**src/rtl/int_issue_queue.sv**
```systemverilog
// Integer issue queue: collects dispatched micro-ops, tracks source readiness from
// writeback wakeups, and issues the oldest ready entry by ROB age.
module int_issue_queue #(
  parameter int DEPTH      = 8,
  parameter int ENQ_WIDTH  = 2,
  parameter int WB_WIDTH   = 4,
  parameter int PREG_WIDTH = 7,
  parameter int ROB_WIDTH  = 6,
  parameter int DATA_WIDTH = 64
) (
  input  logic                                   clk,
  input  logic                                   rst,
  input  logic [ENQ_WIDTH-1:0]                   enq_en,
  input  logic [ENQ_WIDTH-1:0][PREG_WIDTH-1:0]   enq_rs1,
  input  logic [ENQ_WIDTH-1:0][PREG_WIDTH-1:0]   enq_rs2,
  input  logic [ENQ_WIDTH-1:0]                   enq_rs1v,
  input  logic [ENQ_WIDTH-1:0]                   enq_rs2v,
  input  logic [ENQ_WIDTH-1:0][ROB_WIDTH:0]      enq_rob,
  input  logic [ENQ_WIDTH-1:0][DATA_WIDTH-1:0]   enq_data,
  output logic                                   full,
  input  logic [WB_WIDTH-1:0]                    wakeup_en,
  input  logic [WB_WIDTH-1:0][PREG_WIDTH-1:0]    wakeup_preg,
  output logic                                   iss_valid,
  input  logic                                   iss_ready,
  output logic [PREG_WIDTH-1:0]                  iss_rs1,
  output logic [PREG_WIDTH-1:0]                  iss_rs2,
  output logic [ROB_WIDTH:0]                     iss_rob,
  output logic [DATA_WIDTH-1:0]                  iss_data,
  input  logic                                   redirect,
  input  logic [ROB_WIDTH:0]                     redirect_idx
);

  localparam int IDX_W = (DEPTH > 1) ? $clog2(DEPTH) : 1;
  localparam int CNT_W = IDX_W + 1;

  logic [DEPTH-1:0]                  valid_q, valid_d;
  logic [DEPTH-1:0]                  rdy1_q, rdy1_d;
  logic [DEPTH-1:0]                  rdy2_q, rdy2_d;
  logic [DEPTH-1:0][PREG_WIDTH-1:0]  rs1_q, rs1_d;
  logic [DEPTH-1:0][PREG_WIDTH-1:0]  rs2_q, rs2_d;
  logic [DEPTH-1:0][ROB_WIDTH:0]     rob_q, rob_d;
  logic [DEPTH-1:0][DATA_WIDTH-1:0]  data_q, data_d;

  logic [CNT_W-1:0]                  free_cnt;
  logic                              sel_found;
  logic [IDX_W-1:0]                  sel_idx;
  logic [ROB_WIDTH:0]                sel_rob;
  logic                              deq;
  logic                              alloc_ok;
  logic [DEPTH-1:0]                  taken;
  logic [ENQ_WIDTH-1:0]              slot_vld;
  logic [ENQ_WIDTH-1:0][IDX_W-1:0]   slot_idx;

  // Age compare with the dir bit resolving wrap-around of the ROB index.
  function automatic logic older(input logic [ROB_WIDTH:0] a, input logic [ROB_WIDTH:0] b);
    if (a[ROB_WIDTH] == b[ROB_WIDTH]) older = a[ROB_WIDTH-1:0] < b[ROB_WIDTH-1:0];
    else                              older = a[ROB_WIDTH-1:0] > b[ROB_WIDTH-1:0];
  endfunction

  function automatic logic woken(input logic [PREG_WIDTH-1:0]               tag,
                                 input logic [WB_WIDTH-1:0]                 en,
                                 input logic [WB_WIDTH-1:0][PREG_WIDTH-1:0] preg);
    woken = 1'b0;
    for (int k = 0; k < WB_WIDTH; k++) begin
      if (en[k] && (preg[k] == tag)) woken = 1'b1;
    end
  endfunction

  always_comb begin
    free_cnt = '0;
    for (int i = 0; i < DEPTH; i++) free_cnt = free_cnt + CNT_W'(!valid_q[i]);
  end

  assign full = free_cnt < CNT_W'(ENQ_WIDTH);

  always_comb begin
    sel_found = 1'b0;
    sel_idx   = '0;
    sel_rob   = '0;
    for (int i = 0; i < DEPTH; i++) begin
      if (valid_q[i] && rdy1_q[i] && rdy2_q[i] && (!sel_found || older(rob_q[i], sel_rob))) begin
        sel_found = 1'b1;
        sel_idx   = IDX_W'(i);
        sel_rob   = rob_q[i];
      end
    end
  end

  assign iss_rs1   = rs1_q[sel_idx];
  assign iss_rs2   = rs2_q[sel_idx];
  assign iss_rob   = sel_rob;
  assign iss_data  = data_q[sel_idx];
  // A selected entry at or past the flush point is being killed, so it must not fire.
  assign iss_valid = sel_found && !(redirect && !older(sel_rob, redirect_idx));
  assign deq       = iss_valid && iss_ready;
  assign alloc_ok  = !full && !redirect;

  always_comb begin
    taken    = valid_q;
    slot_vld = '0;
    slot_idx = '0;
    for (int p = 0; p < ENQ_WIDTH; p++) begin
      if (enq_en[p] && alloc_ok) begin
        for (int i = 0; i < DEPTH; i++) begin
          if (!taken[i] && !slot_vld[p]) begin
            slot_vld[p] = 1'b1;
            slot_idx[p] = IDX_W'(i);
          end
        end
        if (slot_vld[p]) taken[slot_idx[p]] = 1'b1;
      end
    end
  end

  always_comb begin
    valid_d = valid_q;
    rdy1_d  = rdy1_q;
    rdy2_d  = rdy2_q;
    rs1_d   = rs1_q;
    rs2_d   = rs2_q;
    rob_d   = rob_q;
    data_d  = data_q;
    for (int i = 0; i < DEPTH; i++) begin
      if (valid_q[i]) begin
        if (woken(rs1_q[i], wakeup_en, wakeup_preg)) rdy1_d[i] = 1'b1;
        if (woken(rs2_q[i], wakeup_en, wakeup_preg)) rdy2_d[i] = 1'b1;
      end
    end
    if (deq) valid_d[sel_idx] = 1'b0;
    if (redirect) begin
      for (int i = 0; i < DEPTH; i++) begin
        if (!older(rob_q[i], redirect_idx)) valid_d[i] = 1'b0;
      end
    end
    for (int p = 0; p < ENQ_WIDTH; p++) begin
      if (slot_vld[p]) begin
        valid_d[slot_idx[p]] = 1'b1;
        rs1_d[slot_idx[p]]   = enq_rs1[p];
        rs2_d[slot_idx[p]]   = enq_rs2[p];
        rdy1_d[slot_idx[p]]  = enq_rs1v[p] || woken(enq_rs1[p], wakeup_en, wakeup_preg);
        rdy2_d[slot_idx[p]]  = enq_rs2v[p] || woken(enq_rs2[p], wakeup_en, wakeup_preg);
        rob_d[slot_idx[p]]   = enq_rob[p];
        data_d[slot_idx[p]]  = enq_data[p];
      end
    end
  end

  always_ff @(posedge clk or posedge rst) begin
    if (rst) begin
      valid_q <= '0;
      rdy1_q  <= '0;
      rdy2_q  <= '0;
      rs1_q   <= '0;
      rs2_q   <= '0;
      rob_q   <= '0;
      data_q  <= '0;
    end else begin
      valid_q <= valid_d;
      rdy1_q  <= rdy1_d;
      rdy2_q  <= rdy2_d;
      rs1_q   <= rs1_d;
      rs2_q   <= rs2_d;
      rob_q   <= rob_d;
      data_q  <= data_d;
    end
  end

endmodule
```
**config.mk**
```make
export PLATFORM = sky130hd
export DESIGN_NAME = int_issue_queue
export DESIGN_NICKNAME = d
export VERILOG_FILES = /design/src/rtl/int_issue_queue.sv
export SDC_FILE = /design/constraint.sdc
export NUM_CORES = 2
export LEC_CHECK = 0
export CORE_UTILIZATION = 35
export DETAILED_ROUTE_END_ITERATION = 8
export SETUP_SLACK_MARGIN = 0.2
export SLEW_MARGIN = 20
export SYNTH_ARGS = -nofsm -noshare
export SYNTH_HDL_FRONTEND = slang
export SYNTH_SLANG_ARGS = --single-unit
```
**constraint.sdc**
```tcl
create_clock -name clk -period 47.3 [get_ports clk]
set_input_delay 14.19 -clock clk [delete_from_list [all_inputs] [get_ports clk]]
set_output_delay 14.19 -clock clk [all_outputs]
set_load 0.05 [all_outputs]
```
Word level (Yosys, flattened, before mapping)

Index checks and enable logic that the tools add are counted.

Flip-flop bits (word level): 704
Word-level logic and storage cells: 651

$lt $le $gt $ge: 41
Add/subtract/negate cells: 7
Multiplexer cells: 289
Equality and inequality tests: 96
Bitwise operators: 5
Reductions and logical operators: 178

Operator list:

| kind               | count |
|---|---|
| $bwmux 512         | 2 |
| $mux 512           | 2 |
| $eq 7x7->1         | 80 |
| $demux 64 s3       | 2 |
| $bwmux 56          | 6 |
| $mux 56            | 6 |
| $mux 1             | 212 |
| $bmux 64 s3        | 1 |
| $mux 64            | 3 |
| $logic_and 1x1->1  | 127 |
| $gt 6x6->1         | 16 |
| $lt 6x6->1         | 16 |
| $mux 7             | 12 |
| $mux 8             | 10 |
| $mux 3             | 21 |
| $bmux 7 s3         | 2 |
| $demux 7 s3        | 2 |
| $logic_not 1->1    | 40 |
| $bwmux 8           | 4 |
| $or 8x8->8         | 3 |
| $add 4x1->4        | 4 |
| $eq 1x1->1         | 16 |
| $lt 3x4->1 const B | 4 |
| $demux 1 s3        | 4 |
| other kinds (8)    | 21 |

Logic depth before layout (Yosys ltp)

Depth in word-level cells: 84
Depth in mapped cells: 96
Gate-level depth less buffers: 85

Worst setup path before layout

Ideal clock, no wire load.

Path type: register to output
From: register rdy2_q[0]
To: output iss_valid
Arrival: 18207 ps
Data required time: 33110 ps
Path slack: 14903 ps
Cell stages (with the launch flop): 89
Path through: dfrtp_1 -> and3_1 -> buf_4 -> nand2_1 -> ha_1 -> nor2b_1 -> o21a_1 -> o211ai_1 -> o31ai_1 -> o21ai_0 -> clkbuf_1 -> mux2i_1 -> inv_1 -> ha_1 -> nand4_1 -> o21bai_1 -> and3_1 -> nor2_1 -> [... 53 more ...] -> a31oi_1 -> o21ai_0 -> nor2_1 -> o22a_1 -> or2_1 -> buf_4 -> buf_6 -> buf_2 -> buf_2 -> o21ai_0 -> ha_1 -> a21oi_1 -> nor2b_1 -> o21ai_0 -> nand2_1 -> and3_1 -> and3_1 -> nor3_1

Word-level cells in the longest chain between the ends: 43
Elaborated cells on any way between the ends: 74

Ends and longest elaborated chain:

| what                                     | RTL line | source |
|---|---|---|
| start: declaration                       | 38       | `logic [DEPTH-1:0] rdy2_q, rdy2_d;` |
| start signal: assignment                 | 160      | `rdy2_q <= rdy2_d;` |
| $logic_and 1x1->1 (*)                    | 81       | `if (valid_q[i] && rdy1_q[i] && rdy2_q[i] && (!sel_found \|\| older(rob_q[i], sel_rob))) begin` |
| $mux 7                                   | 81       |  |
| $gt 6x6->1 (tied with other cells)       | 57       | `else older = a[ROB_WIDTH-1:0] > b[ROB_WIDTH-1:0];` |
| $mux 1                                   | 56       | `if (a[ROB_WIDTH] == b[ROB_WIDTH]) older = a[ROB_WIDTH-1:0] < b[ROB_WIDTH-1:0];` |
| $logic_or 1x1->1                         | 81       |  |
| $logic_and 1x1->1                        | 81       |  |
| $mux 7                                   | 81       |  |
| $gt 6x6->1 (tied with other cells)       | 57       |  |
| [... 28 more ...]                        | n/a      |  |
| $mux 7 (*)                               | 81       |  |
| via iss_rob[3]                           | 27       | `output logic [ROB_WIDTH:0] iss_rob,` |
| $gt 6x6->1 or $lt 6x6->1 (tied branches) | 57, 56   |  |
| $mux 1 (*)                               | 56       |  |
| $logic_not 1->1 (*)                      | 94       | `assign iss_valid = sel_found && !(redirect && !older(sel_rob, redirect_idx));` |
| $logic_and 1x1->1 (*)                    | 94       |  |
| $logic_not 1->1 (*)                      | 94       |  |
| $logic_and 1x1->1 (*)                    | 94       |  |
| end: declaration                         | 23       | `output logic iss_valid,` |

Mark *: on every way through the listed nets, which the timed path passes. The rest lies on a longest branch.

Worst setup path in the final report

From: register valid_q[0]
To: output iss_valid

Word-level cells in the longest chain between the ends: 44
Elaborated cells on any way between the ends: 75

Ends and longest elaborated chain:

| what                                | RTL line | source |
|---|---|---|
| start: declaration                  | 36       | `logic [DEPTH-1:0] valid_q, valid_d;` |
| start signal: assignment            | 158      | `valid_q <= valid_d;` |
| $logic_and 1x1->1 (*) (2 in series) | 81       |  |
| $mux 7                              | 81       |  |
| $gt 6x6->1 (tied with other cells)  | 57       |  |
| $mux 1                              | 56       |  |
| $logic_or 1x1->1                    | 81       |  |
| $logic_and 1x1->1                   | 81       |  |
| $mux 7                              | 81       |  |
| $gt 6x6->1 (tied with other cells)  | 57       |  |
| [... 27 more ...]                   | n/a      |  |
| $logic_and 1x1->1                   | 81       |  |
| $mux 7                              | 81       |  |
| $gt 6x6->1 (tied with other cells)  | 57       |  |
| $mux 1                              | 56       |  |
| $logic_not 1->1                     | 94       |  |
| $logic_and 1x1->1                   | 94       |  |
| $logic_not 1->1                     | 94       |  |
| $logic_and 1x1->1 (*)               | 94       |  |

Every way passes the cells marked *; elsewhere a longest branch is shown, timed or not.

==> impl_metrics.json <==
{
  "status": "finished clean",
  "root_buffer": "clkbuf_16",
  "synth_fp_nets": 6050,
  "synthCells": 5731,
  "hpwl_mm": 113,
  "wl_per_cell_um": 24.8,
  "hold_viol": 0,
  "leakage_nw": 23.7,
  "ys.flop_type": "dfrtp_1",
  "die_y_um": 374,
  "cts_hold_buf": 0,
  "hold_ws_ns": 0.538,
  "ios": 306,
  "rsz0062_at_grt": "no",
  "wl_mm": 183,
  "antenna_found_initial": 12,
  "layout_common_cells": "1078 x nand2_1, 704 x dfrtp_1, 553 x mux2i_1, 531 x o21ai_0, 370 x xor2_1",
  "skew_ns": 0.0278,
  "mappedNetlistArea_sq_um": 48300,
  "cts_setup_buffers": 0,
  "fin_crit_sh_pct": 79.1,
  "hold_path_class": "reg2reg",
  "grt_use_total_pct": 25.5,
  "startpoint_type": "flop",
  "fin_setup_tns_ns": 0,
  "clk_pin_slew_ns": 0.07,
  "io_buffers": 305,
  "grt_pass1_wl_mm": 276,
  "postSynth.asyncResetShare_pct": 100,
  "post-route-cell-area_sq_um": 54700,
  "avgSynthCellArea_sq_um": 8.43,
  "cp.required_ns": 33.11,
  "cts_max_level": 3,
  "initial_core_util_pct": 35.5,
  "ctsResizeCount": 0,
  "placed_area_sq_um": 51800,
  "ir_drop_uv": 87.3,
  "drc_errors": 0,
  "fin_crit_ns": 37.42,
  "grt_pass1_vias": 42100,
  "synth-seq-cells": 704,
  "dieArea_sq_um": 140000,
  "worst-setup-path-type": "reg2out",
  "max_slew_margin_pct": 17.1,
  "crit_fanout": 67,
  "slowest_delay_ns": 1.00,
  "drive_gt1_share_pct": 6.81,
  "arrival_ns": 23.23,
  "worst_pin_slew_ns": 1.23,
  "num_rows": 135,
  "synth_enable_flop_cells": 0,
  "maxSlewViolCount": 0,
  "synth_cell_types": 84,
  "die_w_um": 374,
  "cts_buffers": 85,
  "routed-via-count": 43100,
  "overflow": 0,
  "worstSetupEndpointType": "output port",
  "final_common_cell": "nand2_1",
  "clock_latency_ns": 0.67,
  "firstDrtPassIters": 7,
  "grt_max_degree": 170,
  "cts_tree": "built",
  "avgViaCountPerCell": 5.84,
  "fill_cells": 13500,
  "clockBufferDepth": 3,
  "core_sq_um": 136000,
  "layout.nets": 5851,
  "cts_sinks": 704,
  "place_congestion": 0.941,
  "cap_viol_max_count": 0,
  "path_common_cell": "ha_1",
  "finalSetupViolations": 0,
  "drtIter0Drc": 4908,
  "slowest_stage": "clkdlybuf4s50_1",
  "yosys_warnings": 0,
  "power.density_cell_area_nw_per_um2": 63.0,
  "yosysSeqAreaShare_pct": 36.5,
  "area_growth_pct": 13.2,
  "fmax_mhz": 26.7,
  "postRouteAntennaNets": 0
}
sequential cells by signal, indices dropped and copies added (netlist names):
name / count
valid_q: 8
rdy1_q: 8
data_q: 512
rs1_q: 56
rdy2_q: 8
rs2_q: 56
rob_q: 56
cell families after synthesis:
| group | Yosys count | share of synthesized area, % |
|---|---|---|
| AOI/OAI and AO/OA | 1173 | 15.0 |
| xor gates and xnor gates | 576 | 10.4 |
| adders and majority gates | 100 | 2.65 |
| buffers and inverters | 740 | 6.14 |
| DFF | 704 | 36.5 |
| muxes | 636 | 13.4 |
| and+or+nand+nor | 1802 | 15.9 |
final timing paths:
path | to | cells past startpoint | slack [ns] | start
hold reg to reg | data_q[232] | 2 | 0.54 | data_q[232]
setup reg to reg | valid_q[2] | 80 | 25.44 | valid_q[0]
hold / removal | data_q[232] | 2 | 0.54 | data_q[232]
max in group asynchronous | rob_q[2] | 5 | 30.69 | rst
min in group asynchronous | data_q[237] | 2 | 14.05 | rst
setup / recovery | iss_valid | 79 | 9.88 | valid_q[0]
cell type report:
cell class | count | area, sq um | share of cell area, %
timing repair buffer | 406 | 3870 | 7.08
inverter | 48 | 188 | 0.343
tap | 1781 | 2230 | 4.07
sequential | 704 | 17600 | 32.2
multi-input combinational | 4287 | 27900 | 51.0
antenna | 1 | 2.50 | 0.00457
clock inverter | 33 | 430 | 0.787
clock buffer | 119 | 2470 | 4.51
worst max-delay path, delay by kind of cell, from the launching register on:
| family | cells | cell delay, ns |
|---|---|---|
| buffers and inverters | 7 | 3.61 |
| flip-flops | 1 | 0.71 |
| multiplexers | 3 | 1.18 |
| AO/OA/AOI/OAI | 29 | 6.83 |
| adder cells (fa/ha/maj) | 8 | 2.43 |
| AND/OR/NAND/NOR | 32 | 7.68 |
Yosys cell counts (4+ instances only):
library cell	n	area share, %
a221oi_2	10	0.31
nor3_1	13	0.13
o221ai_1	4	0.072
or2_2	5	0.065
inv_1	48	0.37
clkbuf_1	359	2.8
nand4_1	128	1.7
ha_1	96	2.5
buf_4	9	0.14
o31ai_1	16	0.25
xnor2_1	206	3.7
a221o_1	22	0.46
mux2_2	82	1.9
a21o_1	17	0.26
o21a_1	10	0.16
clkbuf_2	59	0.61
nand2b_1	8	0.10
nor2_1	315	2.4
xor2_1	370	6.7
and2_1	11	0.14
buf_1	218	1.7
a31oi_1	167	2.2
dfrtp_1	704	36
nor4_1	68	0.88
and4_1	4	0.072
nand2_1	1084	8.4
a221oi_1	69	1.3
or4_1	4	0.062
a211oi_1	14	0.22
a21oi_1	141	1.5
buf_2	43	0.45
or3_1	7	0.091
nand3_1	109	1.1
a32oi_1	6	0.11
a211o_1	11	0.20
o21ai_0	532	5.5
a22oi_1	23	0.36
mux2i_1	553	11
o211ai_1	85	1.3
buf_6	4	0.093
nor2b_1	13	0.17
and3_1	17	0.22
fa_1	4	0.17
through the flow:
stage	setup slack, ns	instances	power, mW	util, %
after floorplan	13.37	5731	2.18	-
after global placement	10.81	7224	2.73	38.0
after detailed placement	10.63	7225	2.76	38.0
after CTS	9.83	7377	3.45	40.2
after global routing	8.39	7378	3.63	40.2
final	9.88	7379	3.45	40.2
metal layers:
layer	global-route usage [%]	up-vias	wire length [um]
met5	0	-	115
met4	9.30	18	7010
met3	5.37	456	16600
met2	40.1	2200	81300
met1	34.4	21100	78100
li1	-	19300	-
power by group:
part,total [mW],internal [mW],switching (mW)
clock,0.685,0.403,0.282
combinational,1.83,0.663,1.17
sequential,0.930,0.769,0.161
total,3.45,1.84,1.61
Power figures use the tool's default switching activity.
